**src/rtl/mem_arb_pkg.sv**
```systemverilog
// Shared types for the fetch/LSU memory port arbiter: ownership, FSM state
// and the latched memory request.
package mem_arb_pkg;

    localparam int ARB_ADDR_W = 32;
    localparam int ARB_DATA_W = 32;
    localparam int ARB_BE_W   = ARB_DATA_W / 8;

    typedef enum logic {
        OWNER_IF = 1'b0,
        OWNER_LS = 1'b1
    } owner_e;

    typedef enum logic [1:0] {
        IDLE  = 2'd0,
        ISSUE = 2'd1,
        WAIT  = 2'd2
    } arb_state_e;

    typedef struct packed {
        logic                  we;
        logic [ARB_BE_W-1:0]   be;
        logic [ARB_ADDR_W-1:0] addr;
        logic [ARB_DATA_W-1:0] wdata;
    } mem_req_s;

    function automatic logic [ARB_BE_W-1:0] be_all_ones();
        return '1;
    endfunction

endpackage

```
**src/rtl/arb_prio_starve.sv**
```systemverilog
// Data-priority grant decision with a saturating fetch starvation counter.
module arb_prio_starve #(
    parameter int STARVE_LIMIT = 4
) (
    input  logic clk,
    input  logic rst,
    input  logic arb_en,
    input  logic if_req_valid,
    input  logic ls_req_valid,
    output logic grant_if,
    output logic grant_ls
);

    localparam int CNT_W = (STARVE_LIMIT < 1) ? 1 : $clog2(STARVE_LIMIT + 1);
    localparam logic [CNT_W-1:0] LIMIT_C = CNT_W'(STARVE_LIMIT);

    if (STARVE_LIMIT < 1) begin : g_limit_check
        $error("arb_prio_starve: STARVE_LIMIT must be at least 1");
    end

    logic [CNT_W-1:0] starve_cnt;
    logic             fetch_forced;

    always_comb begin
        fetch_forced = if_req_valid && (starve_cnt == LIMIT_C);
        grant_ls     = arb_en && ls_req_valid && !fetch_forced;
        grant_if     = arb_en && if_req_valid && !grant_ls;
    end

    // Only counts LSU wins that actually held a fetch back.
    always_ff @(posedge clk) begin
        if (rst) begin
            starve_cnt <= '0;
        end else if (grant_if) begin
            starve_cnt <= '0;
        end else if (grant_ls) begin
            if (!if_req_valid) begin
                starve_cnt <= '0;
            end else if (starve_cnt != LIMIT_C) begin
                starve_cnt <= starve_cnt + 1'b1;
            end
        end
    end

endmodule

```
**src/rtl/mem_port_arbiter.sv**
```systemverilog
// Shares one single-outstanding memory port between instruction fetch and the
// LSU, routing each response back to the requester that issued it.
//
//  state | meaning
//  IDLE  | no access in flight; grant decided combinationally this cycle
//  ISSUE | latched request presented on mem_*, waiting for mem_req_ready
//  WAIT  | request accepted, waiting for mem_rsp_valid
module mem_port_arbiter
    import mem_arb_pkg::*;
#(
    parameter int ADDR_WIDTH   = 32,
    parameter int DATA_WIDTH   = 32,
    parameter int STARVE_LIMIT = 4
) (
    input  logic                    clk,
    input  logic                    rst,
    input  logic                    if_req_valid,
    output logic                    if_req_ready,
    input  logic [ADDR_WIDTH-1:0]   if_addr,
    output logic                    if_rsp_valid,
    output logic [DATA_WIDTH-1:0]   if_rsp_data,
    input  logic                    ls_req_valid,
    output logic                    ls_req_ready,
    input  logic                    ls_we,
    input  logic [DATA_WIDTH/8-1:0] ls_be,
    input  logic [ADDR_WIDTH-1:0]   ls_addr,
    input  logic [DATA_WIDTH-1:0]   ls_wdata,
    output logic                    ls_rsp_valid,
    output logic [DATA_WIDTH-1:0]   ls_rsp_data,
    output logic                    mem_req_valid,
    input  logic                    mem_req_ready,
    output logic                    mem_we,
    output logic [DATA_WIDTH/8-1:0] mem_be,
    output logic [ADDR_WIDTH-1:0]   mem_addr,
    output logic [DATA_WIDTH-1:0]   mem_wdata,
    input  logic                    mem_rsp_valid,
    input  logic [DATA_WIDTH-1:0]   mem_rsp_data,
    output logic                    busy
);

    // The request struct lives in the package, so its widths pin ours.
    if (ADDR_WIDTH != ARB_ADDR_W || DATA_WIDTH != ARB_DATA_W || (DATA_WIDTH % 8) != 0) begin : g_width_check
        $error("mem_port_arbiter: ADDR_WIDTH/DATA_WIDTH must match mem_arb_pkg");
    end

    arb_state_e state_q;
    arb_state_e state_d;
    owner_e     owner_q;
    mem_req_s   req_q;
    logic       arb_en;
    logic       grant_if;
    logic       grant_ls;

    assign arb_en = (state_q == IDLE);

    arb_prio_starve #(
        .STARVE_LIMIT (STARVE_LIMIT)
    ) u_prio (
        .clk          (clk),
        .rst          (rst),
        .arb_en       (arb_en),
        .if_req_valid (if_req_valid),
        .ls_req_valid (ls_req_valid),
        .grant_if     (grant_if),
        .grant_ls     (grant_ls)
    );

    always_ff @(posedge clk) begin
        if (rst) begin
            state_q <= IDLE;
        end else begin
            state_q <= state_d;
        end
    end

    always_comb begin
        state_d = state_q;
        case (state_q)
            IDLE:    if (grant_if || grant_ls) state_d = ISSUE;
            ISSUE:   if (mem_req_ready)        state_d = WAIT;
            WAIT:    if (mem_rsp_valid)        state_d = IDLE;
            default: state_d = IDLE;
        endcase
    end

    always_comb begin
        if_req_ready  = grant_if;
        ls_req_ready  = grant_ls;
        mem_req_valid = (state_q == ISSUE);
        busy          = (state_q != IDLE);
        mem_we        = req_q.we;
        mem_be        = req_q.be;
        mem_addr      = req_q.addr;
        mem_wdata     = req_q.wdata;
    end

    // Fetches are always full-word reads.
    always_ff @(posedge clk) begin
        if (rst) begin
            owner_q <= OWNER_IF;
            req_q   <= '0;
        end else if (grant_ls) begin
            owner_q     <= OWNER_LS;
            req_q.we    <= ls_we;
            req_q.be    <= ls_be;
            req_q.addr  <= ls_addr;
            req_q.wdata <= ls_wdata;
        end else if (grant_if) begin
            owner_q     <= OWNER_IF;
            req_q.we    <= 1'b0;
            req_q.be    <= be_all_ones();
            req_q.addr  <= if_addr;
            req_q.wdata <= '0;
        end
    end

    // Responses are only accepted in WAIT; strays elsewhere fall through.
    always_ff @(posedge clk) begin
        if (rst) begin
            if_rsp_valid <= 1'b0;
            ls_rsp_valid <= 1'b0;
            if_rsp_data  <= '0;
            ls_rsp_data  <= '0;
        end else begin
            if_rsp_valid <= 1'b0;
            ls_rsp_valid <= 1'b0;
            if (state_q == WAIT && mem_rsp_valid) begin
                if (owner_q == OWNER_LS) begin
                    ls_rsp_valid <= 1'b1;
                    ls_rsp_data  <= mem_rsp_data;
                end else begin
                    if_rsp_valid <= 1'b1;
                    if_rsp_data  <= mem_rsp_data;
                end
            end
        end
    end

endmodule

```
**config.mk**
```make
export PLATFORM = sky130hd
export DESIGN_NAME = mem_port_arbiter
export DESIGN_NICKNAME = d
export VERILOG_FILES = /design/src/rtl/mem_arb_pkg.sv /design/src/rtl/arb_prio_starve.sv /design/src/rtl/mem_port_arbiter.sv
export SDC_FILE = /design/constraint.sdc
export NUM_CORES = 1
export LEC_CHECK = 0
export BUFFER_PORTS_ARGS = -buffer_cell sky130_fd_sc_hd__buf_2
export CORE_MARGIN = 2
export CORE_UTILIZATION = 39
export DETAILED_ROUTE_END_ITERATION = 6
export PLACE_DENSITY = 0.7
export SETUP_SLACK_MARGIN = 0.1
export SLEW_MARGIN = 20
export SYNTH_ARGS = -nofsm -noshare
export SYNTH_HDL_FRONTEND = slang
export SYNTH_SLANG_ARGS = --single-unit
export TNS_END_PERCENT = 100
```
**constraint.sdc**
```tcl
create_clock -name clk -period 2.21 [get_ports clk]
set_input_delay 0.221 -clock clk [delete_from_list [all_inputs] [get_ports clk]]
set_output_delay 0.221 -clock clk [all_outputs]
set_load 0.01 [all_outputs]
```
# Word-level counts from Yosys, hierarchy flattened
# Index checks and enable logic that the tools add are counted.
# word_totals
output_inout_bits	139
inputBits	139
regBits	141
# classes
eq_ne	8
n_bitwise	2
n_mux	12
n_reduce_logical	18
n_addsub	1
# ops
operator	n
$mux 69	2
$logic_and 1x1->1	6
$mux 2	3
$mux 3	2
$pmux 2 s3	1
$reduce_and 2->1	3
$mux 1	4
$ne 2x1->1 const B	2
$ne 2x2->1 const B	2
$reduce_bool 2->1	2
$reduce_or 2->1	2
$add 3x1->3 const B	1
$eq 3x3->1 const B	1
$ne 3x3->1 const B	1
$reduce_and 3->1	1
$eq 2x1->1 const B	1
$eq 2x2->1 const B	1
$logic_not 1->1	2
$logic_not 2->1	1
$not 1->1	2
$logic_or 1x1->1	1

# Depth between registers and ports, before layout
# Gate-level depths: netlist of run 1.
# depth
word_depth	9
ltp_mapped	8
depth_no_buf	6

# Hierarchy
# Synthesis of run 1 repeated with hierarchy kept, for this count alone.
# unflattened
hier_cells	594
hier_area_um2	6029.5
# modules_own_cells
mod	area_each_um2	n_inst	cells_each	seq_area_each_um2
mem_port_arbiter	5828.1	1	570	2762.6
arb_prio_starve	201.4	1	24	60.1

# Worst setup path before layout of run 1
# No wires, ideal clock.
# synth_path
path_kind	reg-to-reg
startpoint	register u_prio.starve_cnt[0]
endpoint	register req_q (netlist bit mem_wdata[10])
synth_period_minus_slack_ns	1.562
setup_time_ns	0.132
arrival_time_ns	1.430
path_slack_ns	0.648
required_time_ns	2.078
path_stages_with_launch	9
path_cell_list	dfxtp_1 > inv_1 > ha_1 > and3_1 > buf_2 > buf_2 > buf_2 > o211ai_1 > a21oi_1
# synth_between
elab_chain_len	7
# synth_lines
element	line_no	source
start, declared	arb_prio_starve.sv:21	logic [CNT_W-1:0] starve_cnt;
start signal, assigned	arb_prio_starve.sv:40	starve_cnt <= starve_cnt + 1'b1;
$eq 3x3->1 *	arb_prio_starve.sv:25	fetch_forced = if_req_valid && (starve_cnt == LIMIT_C);
$logic_and 1x1->1 *	arb_prio_starve.sv:25	
$logic_not 1->1 *	arb_prio_starve.sv:26	grant_ls = arb_en && ls_req_valid && !fetch_forced;
$logic_and 1x1->1 *	arb_prio_starve.sv:26	
$logic_not 1->1	arb_prio_starve.sv:27	grant_if = arb_en && if_req_valid && !grant_ls;
$logic_and 1x1->1	arb_prio_starve.sv:27	
$reduce_bool 2->1 (no line)	n/a	
end, declared	mem_port_arbiter.sv:49	mem_req_s req_q;
# Every way passes the cells marked *; elsewhere a longest branch is shown, timed or not.
# A chain may end at the register's enable or synchronous reset.

# Worst setup path after layout of run 1
# layout_path
startpoint	register state_q[1]
endpoint	output if_req_ready
# layout_between
elab_chain_len	5
# layout_lines
element	line_no	source
start, declared	mem_port_arbiter.sv:46	arb_state_e state_q;
start signal, assigned	mem_port_arbiter.sv:72	state_q <= state_d;
$logic_not 2->1 *	mem_port_arbiter.sv:54	assign arb_en = (state_q == IDLE);
$logic_and 1x1->1 (2 in series)	arb_prio_starve.sv:26	
$logic_not 1->1	arb_prio_starve.sv:27	
$logic_and 1x1->1 *	arb_prio_starve.sv:27	
end, declared	mem_port_arbiter.sv:18	output logic if_req_ready,
# Marked as above.

==> flow_metrics.tcl, run 1 <==
set metrics [dict create \
    fin_crit_ns 2.043 \
    cts_buffer_depth 2 \
    die_h_um 124.5 \
    rsz0062_at_grt "no" \
    synth_seq_cells 141 \
    wl_per_cell_um 15.69 \
    timing.final.max_slew_violations 0 \
    swShare_pct 26.34 \
    outcome "finished clean" \
    placed_area_um2 7102 \
    nets 1065 \
    synthToLayoutAreaGrowth_pct 35.89 \
    hp-class "input pin to flip-flop" \
    drive_above_1_share_pct 36.71 \
    pwr-share-comb_pct 12.8 \
    post-route-period-util_pct 92.45 \
    grt.overflow.total 0 \
    synthDistinctLibCells 35 \
    final.setup_skew_ns 0.01015 \
    setup_viol 0 \
    seq_power_share_pct 43.8 \
    worstSetupStartpointType "flip-flop" \
    cp.required_ns 1.99 \
    tightestPinTransition_ns 0.7607 \
    first_global_vias 5707 \
    switchingPower_mw 1.653 \
    crit_type "flip-flop to primary output" \
    ir_drop_v 0.0006424 \
    hold_viol 0 \
    synth_top_area_share_pct 49.82 \
    die_area_um2 15510 \
    track_usage_pct 22.03 \
    cts_buffers 17 \
    cellLeakagePower_nw 3.349 \
    post_cts_buffers 0 \
    setup_tns_ns 0 \
    yosys.area.top_type "dfxtp_1" \
    instances_no_fill 1122 \
    max_cap_violations 0 \
    setup_ws_ns 0.1669 \
    post-route-cell-area_um2 7699 \
    synth_area_per_cell_um2 8.283 \
    gp_congestion 0.7933 \
    powerDensity_nw_per_um2 815.2 \
    p_int_mw 4.623 \
    root_buffer "clkbuf_16" \
    hpwl_um 11260 \
    htreeDepth 4 \
    start_util_pct 39.43 \
    synth_area_um2 5665 \
    cts_tree "yes" \
    antenna_found_initial 2 \
    slew-limit-headroom_pct 49.29 \
    coreArea_um2 14370 \
    core.rowCount 44 \
    clkPwrFrac_pct 43.5 \
    vias 5846 \
    holdCritStartpoint "mem_req_ready" \
    drc 0 \
    first_pass_iters 5 \
    fmax_mhz 489.4 \
    synth_warnings 0 \
    dp_cells 1088 \
    clk_pin_slew_ns 0.05 \
    p_total_mw 6.276 \
    endpoint_kind "primary output" \
    io_pins 278 \
    first_iter_violations 330 \
    synth_cells 684 \
    die_width_um 124.5 \
    viasPerCell 5.210 \
    clk-insertion-delay-late_ns 0.42 \
    cts.sinks 141 \
    cp_max_fo 34 \
    grt_pass1_wl_um 28060 \
    worstSetupStartpoint "state_q[1]" \
    synthTopCellsByArea "dfxtp_1 (50%), nand2_1 (13%), a21oi_1 (9.3%)" \
    reg2reg_slack_ns 0.57 \
    ant_nets 0 \
    reg2reg_from "state_q[1]" \
    pre_cts_slack_ns 0.4916 \
    drt_wl_total_um 17610 \
    grt_max_degree 70 \
    port_buffers 277 \
    synth_fp_nets 825 \
    crit_arrival_ns 1.82 \
    yosysSeqAreaShare_pct 49.82 \
]
through the flow:
stage | util, % | hold slack [ns]
floorplan | - | 0.3401
global placement | 49.43 | 0.4382
detailed placement | 49.43 | 0.4445
CTS | 53.39 | 0.01125
global route | 53.58 | 0.02223
finish | 53.58 | 0.03151
state kept, by name, summed over array words and instances (netlist names):
| register | flops |
|---|---|
| state_q | 2 |
| if_rsp_data | 32 |
| owner_q | 1 |
| if_rsp_valid | 1 |
| mem_wdata | 32 |
| mem_be | 4 |
| ls_rsp_data | 32 |
| mem_addr | 32 |
| u_prio.starve_cnt | 3 |
| ls_rsp_valid | 1 |
| mem_we | 1 |
metal layers:
metal	vias to the layer above	track usage [%]	routed length [um]
met4	0	6.808	207
met5	-	0	0
met3	14	7.388	1432
met2	243	37.22	8544
li1	2863	-	-
met1	2726	26.51	7422
repair_timing:
action                     4_1_cts  5_1_grt
gates resized for setup          2        0
setup endpoints to repair        1        1
hold buffers                     0        0
cloned                           0        1
layout make-up:
class,instances,area [um2]
antenna,1,2.502
clock buffer,20,456.7
clock inverter,12,110.1
fill,1401,6670
inverter,3,11.26
multi-input combinational,468,2474
sequential,141,2825
tap,184,230.2
timing repair buffer,293,1589
cells in the mapped netlist:
master / count
o21ai_0: 1
dfxtp_1: 141
a21oi_1: 105
buf_6: 9
clkbuf_1: 40
buf_4: 4
a311oi_1: 28
and3_1: 1
nor2_1: 7
buf_1: 2
ha_1: 2
nor3b_4: 2
and4b_1: 1
nor2b_1: 1
o22ai_1: 4
or3b_1: 2
nand4bb_1: 1
inv_1: 3
o211ai_2: 6
mux2i_1: 1
nand4_1: 1
nor3_1: 33
a211oi_1: 1
nand2_2: 1
nand2_1: 193
and3b_1: 1
nor4bb_1: 2
o211ai_1: 27
buf_2: 17
nand3_1: 38
or2_2: 1
o31ai_1: 1
a311oi_2: 4
nand4b_1: 2
a2111oi_0: 1
worst max-delay path, cell delays in order, from the launching register on:
cell and delay, ns:
dfxtp_2 0.40, or3b_2 0.57, buf_12 0.20, nor2_1 0.09, buf_2 0.13
worst paths after layout:
| path | to | cells after the start |
|---|---|---|
| max reg2reg | mem_addr[2] | 4 |
| min reg2reg | ls_rsp_data[26] | 2 |
| max | if_req_ready | 4 |
| min | state_q[0] | 2 |
cell usage in the layout, fill, tap and decap left out, types with 3 or more instances in the layout:
master      instances
o22ai_1             4
clkinvlp_4          4
a311oi_2            4
a311oi_1           28
dfxtp_1           139
inv_1               3
buf_2             276
o211ai_2            6
clkbuf_16          18
clkinv_2            3
buf_12              5
a21oi_1           105
nand2_1           193
o211ai_1           27
nand3_1            38
inv_6               3
nor3_1             33
nor2_1              7
buf_4              11
power groups by stage:
stage          clock network [mW]  logic (mW)  registers [mW]
2_1_floorplan                   0       0.406            2.84
3_3_place_gp                    0       0.786            2.80
3_5_place_dp                    0       0.791            2.80
4_1_cts                      2.78       0.794            2.74
5_1_grt                      2.90       0.879            2.76
6_report                     2.73       0.802            2.75
logic make-up (layout without fill, tap and decap cells):
group | Yosys count | count (layout) | share of synthesized area [%]
and+or+nand+nor | 287 | 287 | 22.24
AOI/OAI and AO/OA | 178 | 178 | 20.52
DFF | 141 | 141 | 49.82
buffers and inverters | 75 | 328 | 6.802
adders and majority gates | 2 | 2 | 0.4416
muxes | 1 | 1 | 0.1767
other | 0 | 1 | 0
No activity file was read; power rests on OpenSTA's default activity.
==> run 2, diff against run 1 <==
--- a/config.mk
+++ b/config.mk
@@ -9,6 +9,7 @@
 export CORE_MARGIN = 2
 export CORE_UTILIZATION = 39
 export DETAILED_ROUTE_END_ITERATION = 6
+export MAX_ROUTING_LAYER = met4
 export PLACE_DENSITY = 0.7
 export SETUP_SLACK_MARGIN = 0.1
 export SLEW_MARGIN = 20
==> run 2 against run 1 <==
Worst setup slack better by 0.00083 ns. First-iteration DRC count up 3.0%. Worst hold slack got worse by 0.00074 ns. Fmax is essentially flat. Final area hardly changed. Critical path depth stayed put. Clock skew about the same. Non-clock buffer count unchanged. Register-to-register slack lost 0.02 ns. Combinational power is essentially flat. Global-route usage up 0.66 points. Via count about the same. Largest power group unchanged. Highest routed layer unchanged.
==> flow_metrics.tcl, run 2 (same netlist as run 1, synthesis figures left out) <==
set metrics [dict create \
    setup_viol 0 \
    die_h_um 124.5 \
    drt_wl_total_um 17580 \
    hpwl_um 11260 \
    hp-class "input pin to flip-flop" \
    ant_nets 0 \
    grt_max_degree 70 \
    die_width_um 124.5 \
    dp_cells 1088 \
    clk_pin_slew_ns 0.05 \
    slew-limit-headroom_pct 49.75 \
    port_buffers 277 \
    first_global_vias 5719 \
    cp.required_ns 1.99 \
    coreArea_um2 14370 \
    cts_tree "yes" \
    first_pass_iters 5 \
    fillCellCount 1400 \
    cp_cell_sequence "or3b_2 -> buf_12 -> nor2_1 -> buf_2" \
    crit_type "flip-flop to primary output" \
    viasPerCell 5.207 \
    layout_common_cells "buf_2 (276), nand2_1 (193), dfxtp_1 (139), a21oi_1 (105), nand3_1 (38)" \
    drive_above_1_share_pct 36.71 \
    grt.overflow.total 0 \
    post_cts_buffers 0 \
    timing.final.max_slew_violations 0 \
    max_cap_violations 0 \
    io_pins 278 \
    powerDensity_nw_per_um2 815.1 \
    post-route-period-util_pct 92.41 \
    endpoint_kind "primary output" \
    core.rowCount 44 \
    antenna_found_initial 2 \
    gp_congestion 0.8046 \
    max_stage_delay_ns 0.57 \
    final_common_cell "buf_2" \
    fin_crit_ns 2.042 \
    cp_top_family "simple AND/OR/NAND/NOR gates" \
    cellLeakagePower_nw 3.349 \
    final.setup_skew_ns 0.01037 \
    wl_per_cell_um 15.65 \
    crit_arrival_ns 1.82 \
    hold_viol 0 \
    path_buf_inv 2 \
    fmax_mhz 489.6 \
    cts_buffer_depth 2 \
    crit_slowest_cell "or3b_2" \
    seqCellArea_um2 2825 \
    track_usage_pct 22.69 \
    instances_no_fill 1123 \
    cts.sinks 141 \
    tightestPinTransition_ns 0.7537 \
    clk-insertion-delay-late_ns 0.42 \
    vias 5848 \
    outcome "finished clean" \
    nets 1065 \
    htreeDepth 4 \
    grt_pass1_wl_um 28060 \
    cp_max_fo 34 \
    reg2reg_slack_ns 0.55 \
    worstSetupStartpointType "flip-flop" \
    first_iter_violations 340 \
    root_buffer "clkbuf_16" \
    hold_buffers 0 \
    synthToLayoutAreaGrowth_pct 35.93 \
    setup_tns_ns 0 \
    start_util_pct 39.43 \
    die_area_um2 15510 \
    ir_drop_v 0.0006484 \
    cts_buffers 17 \
    hold_slack_ns 0.03077 \
    multiInputGateArea_um2 2474 \
    drc 0 \
    rsz0062_at_grt "no" \
]
==> run 2: layout make-up <==
cell class	instances	share of cell area, %
flip-flops and latches	141	36.69
clock inverters	12	1.430
repair buffers	293	20.63
multi-input cells	468	32.12
inverters	3	0.1462
well taps	184	2.989
clock buffers	20	5.930
diodes	2	0.06499
==> run 2: repair_timing <==
item | in CTS | in global routing
endpoints found under the setup margin | 1 | 1
gates cloned | 0 | 1
hold endpoints to repair | 0 | 0
resized for setup | 2 | 0
==> run 2: through the flow <==
step / area [um2] / utilization (%) / setup WS (ns) / power (mW)
2_1_floorplan: 5665 / - / 0.6479 / 3.250
3_3_place_gp: 7102 / 49.43 / 0.5229 / 3.584
3_5_place_dp: 7102 / 49.43 / 0.4916 / 3.590
4_1_cts: 7671 / 53.39 / 0.1572 / 6.323
5_1_grt: 7701 / 53.60 / 0.1081 / 6.539
6_report: 7701 / 53.60 / 0.1677 / 6.277
==> run 2: final timing paths <==
kind | startpoint | to | depth (start not counted)
worst min register to register | ls_rsp_data[26] | ls_rsp_data[26] | 2
worst min-delay path | mem_req_ready | state_q[0] | 2
worst max-delay path | state_q[1] | if_req_ready | 4
worst max register to register | state_q[1] | mem_addr[2] | 4
==> run 2: per-layer routing <==
layer,wire length (um),GRT usage (%),up-vias
li1,-,-,2870
met1,7462,27.32,2726
met2,8505,37.29,238
met3,1402,6.143,14
met4,208,6.808,0
met5,0,-,-
==> run 2: power by group <==
part / leakage [nW] / internal (mW) / switching (mW)
clock: 0.269 / 1.61 / 1.12
sequential: 1.15 / 2.67 / 0.0762
combinational: 1.93 / 0.340 / 0.462
total: 3.35 / 4.62 / 1.65
==> run 3, diff against run 2 <==
--- a/config.mk
+++ b/config.mk
@@ -6,6 +6,7 @@
 export NUM_CORES = 1
 export LEC_CHECK = 0
 export BUFFER_PORTS_ARGS = -buffer_cell sky130_fd_sc_hd__buf_2
+export CORE_ASPECT_RATIO = 0.7
 export CORE_MARGIN = 2
 export CORE_UTILIZATION = 39
 export DETAILED_ROUTE_END_ITERATION = 6
==> run 3 against run 2 <==
Utilization up 1.6 points. Non-clock buffer count grew 2. Final cell count increased by 0.62%. Via count shrank 0.56%. Critical path depth is 1 lower. Clock skew fell by 0.0017 ns. Fmax increased by 5.4%. Combinational power is 1% higher. Routed wire length increased by 1.9%. Worst setup slack improved by 0.11 ns.
==> flow_metrics.tcl, run 3 (same netlist as run 1, synthesis figures left out) <==
set metrics [dict create \
    io_pins 278 \
    vias 5815 \
    post-route-period-util_pct 87.65 \
    timing.final.max_slew_violations 0 \
    dp_cells 1097 \
    hold_path_end "state_q[0]" \
    cp_max_fo 13 \
    track_usage_pct 23.23 \
    drive_above_1_share_pct 37.06 \
    synthToLayoutAreaGrowth_pct 37.01 \
    clk_pin_slew_ns 0.06 \
    crit_type "flip-flop to primary output" \
    ir_drop_v 0.0004570 \
    fillCellCount 1366 \
    reg2reg_from "u_prio.starve_cnt[0]" \
    grt.overflow.total 0 \
    grt_max_degree 70 \
    r2r_cells 6 \
    final_common_cell "buf_2" \
    slew-limit-headroom_pct 47.16 \
    wl_per_cell_um 15.85 \
    cts_buffer_depth 2 \
    fin_crit_ns 1.937 \
    cp_cell_sequence "or3b_2 -> nor2_1 -> buf_2" \
    start_util_pct 40.31 \
    p_total_mw 6.488 \
    core.rowCount 36 \
    pre_cts_slack_ns 0.4332 \
    rr_endpoint "mem_addr[5]" \
    fmax_mhz 516.3 \
    worstSetupStartpointType "flip-flop" \
    outcome "finished clean" \
    reg2reg_slack_ns 0.50 \
    max_cap_violations 0 \
    die_area_um2 15520 \
    nets 1067 \
    rsz0062_at_grt "no" \
    cts.sinks 141 \
    die_h_um 104.8 \
    crit_slowest_cell "or3b_2" \
    whs_path_depth 2 \
    cts_tree "yes" \
    drc 0 \
    die_width_um 148.1 \
    layout_common_cells "buf_2 (276), nand2_1 (193), dfxtp_1 (139), a21oi_1 (105), nand3_1 (37)" \
    first_pass_iters 4 \
    tightestPinTransition_ns 0.7926 \
    setup_tns_ns 0 \
    endpoint_kind "primary output" \
    hpwl_um 12400 \
    port_buffers 277 \
    cp.required_ns 1.99 \
    hold_viol 0 \
    holdCritStartpoint "mem_req_ready" \
    root_buffer "clkbuf_16" \
    drt_wl_total_um 17920 \
    viasPerCell 5.146 \
    setup_ws_ns 0.2730 \
    grt_pass1_wl_um 28430 \
    final.setup_skew_ns 0.008628 \
    clk-insertion-delay-late_ns 0.41 \
    antenna_found_initial 1 \
    htreeDepth 4 \
    max_stage_delay_ns 0.65 \
    instances_no_fill 1130 \
    first_global_vias 5441 \
    gp_congestion 0.8483 \
    setup_viol 0 \
    coreArea_um2 14050 \
    hp-class "input pin to flip-flop" \
    powerDensity_nw_per_um2 835.8 \
    cts_buffers 17 \
    first_iter_violations 354 \
    crit_arrival_ns 1.72 \
    post_cts_buffers 0 \
    cellLeakagePower_nw 3.380 \
    ant_nets 0 \
]
run 3: worst max-delay path, delay by kind of cell (launching register included):
kind / cells / cell delay [ns]
AND/OR/NAND/NOR: 2 / 0.78
flip-flops: 1 / 0.40
buffers and inverters: 1 / 0.14
run 3: repair_timing:
item | CTS | global route
resized for setup | 0 | 3
endpoints found under the setup margin | 0 | 2
hold buffers | 0 | 0
endpoints found under the hold margin | 0 | 0
run 3: metal layers:
metal | routed length, um | part of all wire, % | global-route usage (%) | up-vias
li1 | - | - | - | 2871
met1 | 8247 | 46 | 31.54 | 2711
met2 | 8246 | 46 | 35.45 | 219
met3 | 1281 | 7.2 | 5.415 | 14
met4 | 140 | 0.78 | 5.034 | 0
met5 | 0 | 0 | - | -
run 3: worst max path at each step:
stage	start	to	slack, ns	cells after the start
CTS	state_q[0]	if_req_ready	0.16	5
floorplan	u_prio.starve_cnt[0]	mem_wdata[10]	0.65	8
global route	u_prio.starve_cnt[0]	if_req_ready	0.14	7
detailed placement	state_q[1]	mem_addr[30]	0.43	4
finish	state_q[1]	if_req_ready	0.27	3
global placement	state_q[1]	mem_addr[19]	0.48	4
run 3: through the flow:
stage	util [%]	hold slack [ns]	instance area, um2
2_1_floorplan	-	0.3401	5665
3_3_place_gp	50.87	0.4385	7149
3_5_place_dp	50.87	0.4429	7149
4_1_cts	55.16	0.02160	7752
5_1_grt	55.24	0.03319	7762
6_report	55.24	0.02519	7762
run 3: power by group:
group / leakage, nW / switching, mW / total (mW) / internal [mW]
sequential: 1.15 / 0.0774 / 2.75 / 2.67
clock: 0.293 / 1.22 / 2.93 / 1.71
combinational: 1.94 / 0.467 / 0.811 / 0.344
run 3: cell type report:
type	count	area [um2]	area share, %
inverter	3	11.26	0.1451
antenna	1	2.502	0.03224
timing repair buffer	295	1599	20.60
sequential	141	2825	36.40
clock buffer	17	425.4	5.480
clock inverter	15	177.7	2.289
tap	190	237.7	3.063
multi-input combinational	468	2484	32.00
